$ cat src/rtl/sr_bank_driver.sv
// sr_bank_driver: drives a bank of SR flip-flops with load/clear/preset commands and verifies the bank by readback.
// Optional macro SRDRV_READBACK_EN adds the CHECK state and the err/err_mask readback.
`default_nettype none

module sr_bank_driver #(
  parameter int WIDTH         = 8,
  parameter int SETTLE_CYCLES = 1
) (
  input  logic             clk,
  input  logic             clr_n,
  input  logic             cmd_valid,
  output logic             cmd_ready,
  input  logic [1:0]       cmd_op,
  input  logic [WIDTH-1:0] cmd_data,
  output logic [WIDTH-1:0] ff_s,
  output logic [WIDTH-1:0] ff_r,
  output logic             ff_preset,
  output logic             ff_clr,
  input  logic [WIDTH-1:0] ff_q,
  output logic             done,
  output logic             err,
  output logic [WIDTH-1:0] err_mask
);

  localparam logic [1:0] OP_LOAD   = 2'b00;
  localparam logic [1:0] OP_CLEAR  = 2'b01;
  localparam logic [1:0] OP_PRESET = 2'b10;
  localparam logic [3:0] SETTLE_LAST = 4'(SETTLE_CYCLES - 1);

  typedef enum logic [1:0] {
    IDLE   = 2'd0,
    DRIVE  = 2'd1,
    SETTLE = 2'd2,
    CHECK  = 2'd3
  } state_t;

  state_t           state, state_nxt;
  logic [WIDTH-1:0] expected, expected_nxt;
  logic [WIDTH-1:0] s_nxt, r_nxt;
  logic             clr_nxt, preset_nxt, done_nxt;
  logic [3:0]       cnt, cnt_nxt;
  logic             transfer;

  assign cmd_ready = clr_n & (state == IDLE);
  assign transfer  = cmd_valid & cmd_ready;

  always_ff @(posedge clk) begin
    if (!clr_n) begin
      state     <= IDLE;
      expected  <= '0;
      cnt       <= '0;
      ff_s      <= '0;
      ff_r      <= '0;
      ff_clr    <= 1'b0;
      ff_preset <= 1'b0;
      done      <= 1'b0;
    end else begin
      state     <= state_nxt;
      expected  <= expected_nxt;
      cnt       <= cnt_nxt;
      ff_s      <= s_nxt;
      ff_r      <= r_nxt;
      ff_clr    <= clr_nxt;
      ff_preset <= preset_nxt;
      done      <= done_nxt;
    end
  end

  // Drive values are computed only on the transfer edge, so they are high for the DRIVE cycle alone.
  always_comb begin
    state_nxt    = state;
    expected_nxt = expected;
    s_nxt        = '0;
    r_nxt        = '0;
    clr_nxt      = 1'b0;
    preset_nxt   = 1'b0;
    done_nxt     = 1'b0;
    cnt_nxt      = cnt;
    case (state)
      IDLE: begin
        if (transfer) begin
          state_nxt = DRIVE;
          case (cmd_op)
            OP_LOAD: begin
              expected_nxt = cmd_data;
              s_nxt        = cmd_data & ~ff_q;
              r_nxt        = ~cmd_data & ff_q;
            end
            OP_CLEAR: begin
              expected_nxt = '0;
              clr_nxt      = 1'b1;
            end
            OP_PRESET: begin
              expected_nxt = '1;
              preset_nxt   = 1'b1;
            end
            default: expected_nxt = ff_q;
          endcase
        end
      end
      DRIVE: begin
        state_nxt = SETTLE;
        cnt_nxt   = '0;
      end
      SETTLE: begin
        if (cnt == SETTLE_LAST) begin
`ifdef SRDRV_READBACK_EN
          state_nxt = CHECK;
`else
          state_nxt = IDLE;
          done_nxt  = 1'b1;
`endif
        end else begin
          cnt_nxt = cnt + 4'd1;
        end
      end
`ifdef SRDRV_READBACK_EN
      CHECK: begin
        state_nxt = IDLE;
        done_nxt  = 1'b1;
      end
`endif
      default: state_nxt = IDLE;
    endcase
  end

`ifdef SRDRV_READBACK_EN
  always_ff @(posedge clk) begin
    if (!clr_n) begin
      err      <= 1'b0;
      err_mask <= '0;
    end else if (state == CHECK) begin
      err      <= |(ff_q ^ expected);
      err_mask <= ff_q ^ expected;
    end else begin
      err      <= 1'b0;
    end
  end
`else
  assign err      = 1'b0;
  assign err_mask = '0;
`endif

endmodule

`default_nettype wire

$ cat config.mk
export PLATFORM = sky130hd
export DESIGN_NAME = sr_bank_driver
export DESIGN_NICKNAME = d
export VERILOG_FILES = /design/src/rtl/sr_bank_driver.sv
export SDC_FILE = /design/constraint.sdc
export NUM_CORES = 1
export LEC_CHECK = 0
export ABC_AREA = 1
export BUFFER_PORTS_ARGS = -buffer_cell sky130_fd_sc_hd__buf_2
export CORE_MARGIN = 2
export CORE_UTILIZATION = 43
export DETAILED_ROUTE_END_ITERATION = 7
export HOLD_SLACK_MARGIN = 0.12
export PLACE_DENSITY = 0.84
export SETUP_SLACK_MARGIN = 0.02
export SLEW_MARGIN = 20
export SYNTH_ARGS = -nofsm -noshare
export SYNTH_HDL_FRONTEND = slang
export SYNTH_SLANG_ARGS = --single-unit
$ cat constraint.sdc
create_clock -name clk -period 1.41 [get_ports clk]
set_clock_uncertainty 0.1 [all_clocks]
set_input_delay 0.0705 -clock clk [delete_from_list [all_inputs] [get_ports clk]]
set_output_delay 0.0705 -clock clk [all_outputs]
set_load 0.02 [all_outputs]
# Word level (Yosys, flattened, before mapping)
# Cells that the tools add are included.
[classes]
addsub = 1
multipliers = 0
n_div = 0
magnitude_cmp = 0
eq_ne = 7
shifts = 0
muxes = 8
bitwise = 6
n_reduce_logical = 9
[op_table]
columns = ["cell", "count"]
rows = [
  ["bitwise AND 8 bit", 2],
  ["inverter 8 bit", 2],
  ["one-hot mux 4 bit (2 select lines)", 1],
  ["!= test 2 bit (second input constant)", 3],
  ["one-hot mux 2 bit (3 select lines)", 1],
  ["AND reduction 2 bit", 3],
  ["adder 4 x 1 -> 4 bit (second input constant)", 1],
  ["== test 2 x 1 -> 1 bit (second input constant)", 2],
  ["== test 2 bit (second input constant)", 2],
  ["logical NOT 2 bit", 2],
  ["logical NOT 4 bit", 1],
  ["2-to-1 mux 2 bit", 2],
  ["2-to-1 mux 4 bit", 1],
  ["AND reduction 4 bit", 1],
  ["2-to-1 mux 1 bit", 3],
  ["AND reduction 3 bit", 1],
  ["bitwise AND 1 bit", 2],
  ["nonzero test 2 bit", 1],
]
[totals]
register_bits = 25
latch_bits = 0
ramBits = 0
mem_bits_ro = 0
output_inout_bits = 29
wordCells = 38
memories = 0

# Logic depth before layout (Yosys ltp)
# Gate-level depths: netlist (run 1).
[depth]
ltp_word = 5
depth_mapped = 7

# Least setup slack after synthesis (run 1)
# Ideal clock, no wire load.
[synth_timing]
path_type = "register to register"
startpoint = "register cnt[0]"
endpoint = "register cnt[0]"
arrival_ns = 0.996
required_ns = 1.196
setup_slack_ns = 0.200
stages_incl_launch_ff = 7
path_buffers = 0
cell_sequence = "dfxtp_1 -> inv_1 -> ha_1 -> nand2_1 -> nand2_1 -> a21oi_1 -> nor2_1"
[synth_between]
elab_chain_cells = 3
word_cells_on_any_way = 6
cone_classes = "add/sub: 1; eq/ne: 1; mux: 2; reduce/logical: 2"
[synth_lines]
columns = ["item", "line", "text"]
rows = [
  ["from (decl)", "41", "logic [3:0] cnt, cnt_nxt;"],
  ["from (signal assigned)", "60", "cnt <= cnt_nxt;"],
  ["adder 4 x 1 -> 4 bit or logical NOT 4 bit (tied branches)", "114, 106", ""],
  ["2-to-1 mux 4 bit or != test 2 bit (tied branches)", "--", ""],
  ["one-hot mux 4 bit (2 select lines) or AND reduction 2 bit (tied branches)", "--", ""],
]
# Several ways; a longest one is shown, not always the timed one. The select of a mux whose other input is x is not followed.
# A chain may end at the register's enable or synchronous reset.

# Worst setup path in the final report (run 1)
[layout_timing]
startpoint = "input port clr_n"
endpoint = "output port cmd_ready"
[layout_between]
elab_chain_cells = 1
[layout_lines]
columns = ["item", "line", "text"]
rows = [
  ["from (decl)", "10", "input logic clr_n,"],
  ["bitwise AND 1 bit", "44", "assign cmd_ready = clr_n & (state == IDLE);"],
  ["to (decl)", "12", "output logic cmd_ready,"],
]
# Every way passes these cells.

==> results.tsv, run 1 <==
stage	metric	value	unit
clocking	clkTransAtPathRegs	0.13	ns
pwr	pwr-share-clk	0.259	
placed_design	dp_hpwl	1650	um
cells_and_area	drive_gt1_frac	0.307	
sta	hold_violations	0	
sta	setup_viol	0	
sta	grt_setup_unrepaired	no	
pwr	powerDensity	862	mW/mm^2
sta	slew_viol_final	0	
yosys	synth_fa_ha_area_frac	0.0254	
clocking	cts_num_sinks	25	
cells_and_area	fill_cells	183	
pwr	pwr-share-comb	0.148	
global_routing	grt_usage	0.208	
global_routing	grt_pass1_vias	950	
sta	period_minus_slack	1.29	ns
pwr	p_seq_frac	0.593	
critical_path	path_buf_inv	4	
drt	num_vias	1004	
sta	fin_tns_setup	0	ns
floorplanning	die_h	51.9	um
drt	wl	2540	um
global_routing	grt_max_degree	15	
yosys	synth_seq_cells	25	
global_routing	grt_pass1_wl	4030	um
critical_path	critPathMaxFanout	6	
floorplanning	core-area	0.00219	mm^2
pwr	ir_worst_vdd	920	uV
yosys	syn-instance-count	118	
critical_path	crit_slowest_cell	dlygate4sd3_1	
placed_design	portBuffers	40	
clocking	cts_made_buffers	3	
clocking	cts_tree	built	
critical_path	cpPeakStageDelay	0.53	ns
critical_path	critPathTopFamily	buffers and inverters	
global_routing	antenna_found_initial	0	
yosys	yosys_warnings	0	
yosys	synth_top_family_by_area	simple AND/OR/NAND/NOR gates	
cells_and_area	mostFrequentLayoutCell	buf_2	
yosys	synthSimpleGateAreaFrac	0.292	
critical_path	arrival	1.12	ns
drt	drcViolationCount	0	
flow_run	drv_cap	0	
yosys	synthXorXnorAreaFrac	0	
yosys	yosysSeqAreaShare	0.508	
yosys	muxShareOfSynthArea	0	
floorplanning	ios	50	
critical_path	crit_path_end_kind	primary output	
pwr	p_switching	0.318	mW
sta	finalWorstSetupSlack	0.122	ns
critical_path	cpMostUsedCell	buf_2	
clocking	htree_levels	1	
cells_and_area	n_antenna_cell	0	
critical_path	worstPathRequired	1.24	ns
drt	dr.pass1.iters	5	
clocking	clock_latency	0.32	ns
clocking	clock_path_buffers	2	
yosys	synth_compound_area_frac	0.0254	
critical_path	start_kind	primary input	
drt	drt-initial-drc-count	16	
cells_and_area	synthToLayoutAreaGrowth	43.3	%
yosys	synth_area_per_cell	8.34	um^2
drt	routedWlPerCell	12.3	um
placed_design	place_ws	0.0187	ns
yosys	synth_area	985	um^2
outcome	outcome	complete, no violations	
pwr	power_leakage	0.709	nW
drt	final_antenna_net_count	0	
critical_path	worstPathCellList	dlygate4sd3_1 > buf_2 > inv_1 > nor3_2 > buf_2	
critical_path	path_class	in -> out	
global_routing	grt_overflow	0	
floorplanning	die_x	51.9	um
pwr	switching_share	0.262	
cells_and_area	final_cell_mix	40 x buf_2, 23 x dfxtp_1, 20 x dlygate4sd3_1	
placed_design	gp_congestion	0.667	
cells_and_area	finalNetCount	203	
floorplanning	rows	17	
drt	viasPerCell	4.85	
pwr	internal_power	0.899	mW
floorplanning	start_util	0.449	
yosys	yosys.cell_types.count	17	
floorplanning	die_area	0.00269	mm^2
sta	max_freq	776	MHz
sta	period_share	0.914	
worst_hold_path	hp-class	in -> reg	
clocking	clock-root-buffer	clkbuf_4	
## flip-flops by register name, indices dropped and copies added (netlist names)
| name | flops |
|---|---|
| done | 1 |
| ff_clr | 1 |
| state | 2 |
| ff_preset | 1 |
| ff_r | 8 |
| cnt | 4 |
| ff_s | 8 |
## cells in the mapped netlist (all sizes together)
cell type,instances,area (um^2)
dfxtp,25,500
nand2,13,48.8
conb,1,3.75
nor3,3,15.0
nand3,7,40.0
buf,10,78.8
nor4,6,37.5
nor2,16,65.1
inv,15,56.3
nand4,13,81.3
clkbuf,2,7.51
a21oi,5,25.0
ha,2,25.0
## per-stage QoR
step / util / instances / power (mW) / instance area (um^2) / hold WS (ns)
after floorplan: - / 126 / 0.832 / 1010 / 0.0429
after global placement: 0.535 / 183 / 0.864 / 1170 / 0.142
after detailed placement: 0.535 / 183 / 0.867 / 1170 / 0.148
after CTS: 0.639 / 207 / 1.22 / 1400 / 0.326
after global routing: 0.644 / 207 / 1.27 / 1410 / 0.328
final: 0.644 / 207 / 1.22 / 1410 / 0.343
## area by class of cell
| cell class | count | area (um^2) | area share |
|---|---|---|---|
| Clock buffer | 3 | 22.5 | 0.0160 |
| Multi-Input combinational cell | 74 | 382 | 0.270 |
| Inverter | 15 | 56.3 | 0.0399 |
| Sequential cell | 25 | 503 | 0.356 |
| Clock inverter | 1 | 5.00 | 0.00355 |
| Timing Repair Buffer | 61 | 408 | 0.289 |
| Tap cell | 28 | 35.0 | 0.0248 |
## worst paths after layout
path	start	endpoint	slack, ns	depth (start not counted)
setup / recovery	clr_n	cmd_ready	0.12	5
hold / removal	cmd_data[5]	ff_r[5]	0.34	3
setup reg to reg	cnt[0]	cnt[0]	0.14	7
hold reg to reg	cnt[1]	cnt[1]	0.42	2
## cells by family (layout without fill, tap and decap cells)
| family | count (synthesis) | count (layout) |
|---|---|---|
| AO/OA/AOI/OAI | 5 | 5 |
| other | 1 | 9 |
| flip-flops | 25 | 25 |
| AND/OR/NAND/NOR | 58 | 58 |
| buffers and inverters | 27 | 80 |
| adder cells (fa/ha/maj) | 2 | 2 |
## power by group through the flow
stage                     logic (mW)  clock network [mW]  registers [mW]
after floorplan               0.0871                   0           0.745
after global placement         0.127                   0           0.737
after detailed placement       0.130                   0           0.738
after CTS                      0.172               0.325           0.722
after global routing           0.193               0.357           0.724
final                          0.180               0.315           0.722
## layer usage
metal	GRT usage	share of wire	vias to the layer above
met5	0	0	-
met4	0.101	0.013	0
met3	0.0661	0.081	4
met2	0.384	0.52	46
met1	0.207	0.39	456
li1	-	-	498
## repair_timing
action / 4_1_cts / 5_1_grt
hold endpoints to repair: 25 / 0
hold buffers: 20 / 0
setup buffers: 0 / 0
endpoints found under the setup margin: 1 / 4
pin swaps: 0 / 0
resized for setup: 1 / 4
## tightest hold or removal path, cell delays in order
cell,delay (ns)
dlygate4sd3_1,0.52
buf_2,0.11
nor2_1,0.04
Note: power is estimated with default switching activity, not from simulation.
==> inputs of run 2 (changes only) <==
--- a/config.mk
+++ b/config.mk
@@ -8,10 +8,10 @@
 export ABC_AREA = 1
 export BUFFER_PORTS_ARGS = -buffer_cell sky130_fd_sc_hd__buf_2
 export CORE_MARGIN = 2
-export CORE_UTILIZATION = 43
+export CORE_UTILIZATION = 47
 export DETAILED_ROUTE_END_ITERATION = 7
 export HOLD_SLACK_MARGIN = 0.12
-export PLACE_DENSITY = 0.84
+export PLACE_DENSITY = 0.9
 export SETUP_SLACK_MARGIN = 0.02
 export SLEW_MARGIN = 20
 export SYNTH_ARGS = -nofsm -noshare
==> constraint.sdc (replaced) <==
create_clock -name clk -period 1.6 [get_ports clk]
set_clock_uncertainty 0.1 [all_clocks]
set_input_delay 0.08 -clock clk [delete_from_list [all_inputs] [get_ports clk]]
set_output_delay 0.08 -clock clk [all_outputs]
set_load 0.02 [all_outputs]
==> run 2 against run 1 <==
Compared with the run above:
- die area is 7.9% lower
- clock power is 15% lower
- sequential power is 12% lower
- worst hold slack worse by 0.18 ns
- critical path depth is 1 lower
- non-clock buffer count stayed put
- global-route usage is 0.74 points higher
- flip-flop and latch count stayed put
- wire length is 1.1% higher
- cell area is 0.18% higher
- core utilization is 7.6 points higher
- power is 13% lower
- largest cell class unchanged
==> results.tsv, run 2 (synthesized netlist as in run 1, its figures left out) <==
stage	metric	value	unit	change
pwr	power_leakage	0.709	nW	about the same
clocking	clkTransAtPathRegs	0.13	ns	about the same
drt	drt-initial-drc-count	25		was 16
cells_and_area	synthToLayoutAreaGrowth	43.6	%	was 43.3%
drt	viasPerCell	4.81		was 4.85
global_routing	grt_overflow	0		unchanged
pwr	powerDensity	751	mW/mm^2	was 862 mW/mm^2
drt	routedWlPerCell	12.5	um	was 12.3 um
cells_and_area	reg_top3	ff_r (8), ff_s (8), cnt (4)		unchanged
critical_path	cpPeakStageDelay	0.55	ns	was 0.53 ns
critical_path	crit_path_end_kind	register		was primary output
drt	wl	2570	um	was 2540 um
pwr	ir_worst_vdd	672	uV	was 920 uV
cells_and_area	mostFrequentLayoutCell	buf_2		unchanged
global_routing	grt_pass1_vias	942		was 950
global_routing	grt_max_degree	15		unchanged
cells_and_area	n_antenna_cell	0		unchanged
clocking	cts_made_buffers	3		unchanged
critical_path	path_class	reg -> reg		was in -> out
drt	final_antenna_net_count	0		unchanged
cells_and_area	drive_gt1_frac	0.285		was 0.307
floorplanning	die_area	0.00248	mm^2	was 0.00269 mm^2
sta	setup_viol	0		unchanged
cells_and_area	regArea	502	um^2	was 503 um^2
critical_path	start_kind	register		was primary input
drt	drcViolationCount	0		unchanged
cells_and_area	final_cell_mix	40 x buf_2, 24 x dfxtp_1, 21 x dlygate4sd3_1		was 40 x buf_2, 23 x dfxtp_1, 20 x dlygate4sd3_1
placed_design	dp_hpwl	1590	um	was 1650 um
placed_design	place_ws	0.242	ns	was 0.0187 ns
critical_path	worstPathCellList	nor2_2 > nand3_4 > nor3_2 > dlygate4sd3_1		was dlygate4sd3_1 > buf_2 > inv_1 > nor3_2 > buf_2
critical_path	critPathMaxFanout	8		was 6
global_routing	grt_pass1_wl	4130	um	was 4030 um
clocking	clock-root-buffer	clkbuf_4		unchanged
global_routing	grt_usage	0.216		was 0.208
cells_and_area	multi_input_area	384	um^2	was 382 um^2
drt	dr.pass1.iters	4		was 5
floorplanning	die_x	49.8	um	was 51.9 um
global_routing	antenna_found_initial	0		unchanged
critical_path	arrival	1.64	ns	was 1.12 ns
floorplanning	start_util	0.502		was 0.449
sta	grt_setup_unrepaired	no		unchanged
sta	finalWorstSetupSlack	0.124	ns	was 0.122 ns
pwr	power	1.06	mW	was 1.22 mW
cells_and_area	fill_cells	160		was 183
sta	hold_violations	0		unchanged
placed_design	gp_congestion	0.720		was 0.667
clocking	clock_latency	0.30	ns	was 0.32 ns
critical_path	crit_slowest_cell	dlygate4sd3_1		unchanged
critical_path	path_buf_inv	1		was 4
floorplanning	rows	16		was 17
sta	period_minus_slack	1.48	ns	
floorplanning	die_h	49.8	um	was 51.9 um
sta	period_share	0.922		
sta	max_freq	678	MHz	
floorplanning	ios	50		unchanged
sta	fin_tns_setup	0	ns	unchanged
clocking	clock_path_buffers	2		unchanged
clocking	cts_tree	built		unchanged
worst_hold_path	hp-class	in -> reg		unchanged
cells_and_area	finalNetCount	203		unchanged
critical_path	worstPathRequired	1.76	ns	was 1.24 ns
placed_design	portBuffers	40		unchanged
clocking	htree_levels	1		unchanged
flow_run	drv_cap	0		unchanged
floorplanning	core-area	0.00196	mm^2	was 0.00219 mm^2
clocking	cts_num_sinks	25		unchanged
clocking	postCtsSetupBuffers	0		unchanged
drt	num_vias	991		was 1004
critical_path	critPathTopFamily	buffers and inverters		unchanged
sta	slew_viol_final	0		unchanged
outcome	outcome	complete, no violations		unchanged
run 2: power breakdown:
group | switching [mW] | internal (mW) | total, mW | leakage [nW]
Combinational | 0.0924 | 0.0671 | 0.160 | 0.489
Sequential | 0.00505 | 0.631 | 0.636 | 0.202
Clock | 0.174 | 0.0931 | 0.267 | 0.0177
Total | 0.271 | 0.791 | 1.06 | 0.709
run 2: area by class of cell:
type | instances | share of cell area
Tap cell | 27 | 0.0239
Inverter | 15 | 0.0398
Sequential cell | 25 | 0.355
Clock inverter | 1 | 0.00354
Clock buffer | 3 | 0.0159
Multi-Input combinational cell | 74 | 0.272
Timing Repair Buffer | 61 | 0.290
run 2: final timing paths:
| check | from | slack [ns] | cells after the start | to |
|---|---|---|---|---|
| hold reg to reg | state[0] | 0.41 | 1 | done |
| setup / recovery | state[0] | 0.12 | 4 | ff_preset |
| hold / removal | cmd_op[1] | 0.17 | 4 | ff_s[6] |
| setup reg to reg | state[0] | 0.12 | 4 | ff_preset |
run 2: metrics by stage:
stage,hold WS [ns],utilization,std cells,instance area (um^2)
2_1_floorplan,0.0524,-,126,1010
4_1_cts,0.132,0.714,206,1400
6_report,0.166,0.721,206,1410
5_1_grt,0.172,0.721,206,1410
3_3_place_gp,0.152,0.592,181,1160
3_5_place_dp,0.156,0.592,181,1160
run 2: repair_timing:
item / CTS / global route
hold buffers: 21 / 0
endpoints found under the setup margin: 0 / 1
hold endpoints to repair: 23 / 0
gates resized for setup: 0 / 3
run 2: metal layers:
layer  GRT usage  share of wire
met5           0              0
met4      0.0648          0.011
met3      0.0545          0.079
met2       0.402           0.53
met1       0.236           0.37
run 2: worst reg2reg max path: cells and delay by family (launching register included):
family	cells	cell delay (ns)
buffers and inverters	1	0.55
flip-flops	1	0.37
AND/OR/NAND/NOR	3	0.42
==> inputs of run 3 (changes only) <==
--- a/config.mk
+++ b/config.mk
@@ -11,7 +11,7 @@
 export CORE_UTILIZATION = 47
 export DETAILED_ROUTE_END_ITERATION = 7
 export HOLD_SLACK_MARGIN = 0.12
-export PLACE_DENSITY = 0.9
+export PLACE_DENSITY = 0.82
 export SETUP_SLACK_MARGIN = 0.02
 export SLEW_MARGIN = 20
 export SYNTH_ARGS = -nofsm -noshare
==> run 3 against run 2 <==
Compared with the run above:
- cell area increased by 1.8%
- worst setup slack got worse by 0.026 ns
- non-clock buffer count is 3 higher
- maximum frequency decreased by 1.8%
- highest routed layer unchanged
==> results.tsv, run 3 (synthesized netlist as in run 1, its figures left out) <==
stage	metric	value	unit	change
floorplanning	ios	50		unchanged
drt	routedWlPerCell	12.6	um	was 12.5 um
placed_design	portBuffers	40		unchanged
critical_path	path_class	reg -> reg		unchanged
placed_design	dp.cells	181		unchanged
critical_path	reg2reg_to	ff_clr		was ff_preset
global_routing	grt_pass1_vias	1052		was 942
sta	grt_setup_unrepaired	no		unchanged
worst_hold_path	hold_end	ff_s[4]		was ff_s[6]
critical_path	r2r_start	state[0]		unchanged
worst_hold_path	hold_start	cmd_op[0]		was cmd_op[1]
clocking	clock_path_buffers	2		unchanged
cells_and_area	stdcell_count	209		was 206
floorplanning	die_x	49.8	um	unchanged
sta	max_freq	666	MHz	was 678 MHz
cells_and_area	multi_input_area	388	um^2	was 384 um^2
pwr	power_leakage	0.720	nW	was 0.709 nW
sta	period_share	0.939		was 0.922
floorplanning	start_util	0.502		unchanged
clocking	htree_levels	1		unchanged
sta	period_minus_slack	1.50	ns	was 1.48 ns
critical_path	crit_path_end_kind	register		unchanged
global_routing	grt_max_degree	14		was 15
global_routing	grt_usage	0.216		about the same
critical_path	start_kind	register		unchanged
pwr	powerDensity	749	mW/mm^2	was 751 mW/mm^2
clocking	clock-root-buffer	clkbuf_4		unchanged
drt	final_antenna_net_count	0		unchanged
drt	dr.pass1.iters	4		unchanged
floorplanning	die_area	0.00248	mm^2	unchanged
drt	drt-initial-drc-count	30		was 25
global_routing	grt_overflow	0		unchanged
cells_and_area	fill_cells	148		was 160
critical_path	crit_slowest_cell	dlygate4sd3_1		unchanged
drt	viasPerCell	5.04		was 4.81
critical_path	worstPathRequired	1.76	ns	about the same
floorplanning	core-area	0.00196	mm^2	unchanged
floorplanning	rows	16		unchanged
clocking	cts_tree	built		unchanged
sta	fin_hold_ws	0.132	ns	was 0.166 ns
drt	drcViolationCount	0		unchanged
cells_and_area	regArea	502	um^2	unchanged
pwr	power	1.08	mW	was 1.06 mW
floorplanning	die_h	49.8	um	unchanged
placed_design	dp_hpwl	1670	um	was 1590 um
flow_run	drv_cap	0		unchanged
placed_design	gp_congestion	0.819		was 0.720
global_routing	antenna_found_initial	0		unchanged
clocking	clkTransAtPathRegs	0.13	ns	about the same
cells_and_area	n_antenna_cell	0		unchanged
cells_and_area	drive_gt1_frac	0.297		was 0.285
outcome	outcome	complete, no violations		unchanged
cells_and_area	finalNetCount	206		was 203
critical_path	arrival	1.67	ns	was 1.64 ns
drt	wl	2620	um	was 2570 um
sta	slew_viol_final	0		unchanged
sta	fin_tns_setup	0	ns	unchanged
cells_and_area	final_cell_mix	40 x buf_2, 24 x dfxtp_1, 21 x dlygate4sd3_1		unchanged
critical_path	cpPeakStageDelay	0.57	ns	was 0.55 ns
sta	hold_violations	0		unchanged
sta	setup_viol	0		unchanged
critical_path	r2r_cells	4		unchanged
clocking	cts_made_buffers	3		unchanged
cells_and_area	mostFrequentLayoutCell	buf_2		unchanged
cells_and_area	reg_top3	ff_r (8), ff_s (8), cnt (4)		unchanged
critical_path	critPathMaxFanout	6		was 8
worst_hold_path	hp-class	in -> reg		unchanged
clocking	clock_latency	0.31	ns	was 0.30 ns
critical_path	reg2reg_slack	0.1	ns	was 0.12 ns
critical_path	worstPathCellList	nor2_2 > nand3_4 > nor3_2 > dlygate4sd3_1		unchanged
pwr	ir_worst_vdd	673	uV	was 672 uV
critical_path	crit_start	state[0]		unchanged
drt	num_vias	1053		was 991
cells_and_area	synthToLayoutAreaGrowth	46.1	%	was 43.6%
worst_hold_path	worstHoldPathCells	4		unchanged
global_routing	grt_pass1_wl	4190	um	was 4130 um
clocking	cts_num_sinks	25		unchanged
[run 3: cell type report]
class | count | share of cell area
sequential | 25 | 0.349
timing repair buffer | 64 | 0.301
multi-input combinational | 74 | 0.270
inverter | 15 | 0.0391
tap | 27 | 0.0235
clock buffer | 4 | 0.0183
[run 3: worst max-delay path by stage]
| stage | cells past startpoint | endpoint | slack (ns) |
|---|---|---|---|
| after floorplan | 6 | cnt[0] | 0.39 |
| after CTS | 4 | ff_clr | 0.03 |
| after global placement | 6 | cnt[0] | 0.35 |
| after global routing | 7 | cnt[0] | 0.02 |
| final | 4 | ff_clr | 0.1 |
| after detailed placement | 6 | cnt[0] | 0.21 |
[run 3: worst max-delay path, delay by kind of cell, from the launching register on]
kind                   cells  cell delay [ns]
buffers and inverters      1             0.57
flip-flops                 1             0.37
AND/OR/NAND/NOR            3             0.41
[run 3: timing repair]
action / CTS / global route
gates resized for setup: 0 / 4
setup buffers: 0 / 3
endpoints found under the hold margin: 24 / 0
endpoints found under the setup margin: 0 / 2
hold buffers: 21 / 0
[run 3: stage by stage]
stage	instance area [um^2]	util	setup slack, ns
floorplan	1010	-	0.390
global placement	1160	0.592	0.348
detailed placement	1160	0.592	0.214
CTS	1400	0.713	0.0340
global route	1440	0.733	0.0199
finish	1440	0.733	0.0978
[run 3: where the power goes]
part           internal, mW  leakage (nW)  switching, mW  total (mW)
clock network        0.0975        0.0150          0.177       0.274
registers             0.631         0.202        0.00520       0.636
logic                0.0724         0.502         0.0947       0.167
total                 0.801         0.720          0.277        1.08
[run 3: per-layer routing]
layer / routed length, um / GRT usage
met1: 979 / 0.227
met2: 1430 / 0.420
met3: 163 / 0.0303
met4: 55 / 0.0926
met5: 0 / 0
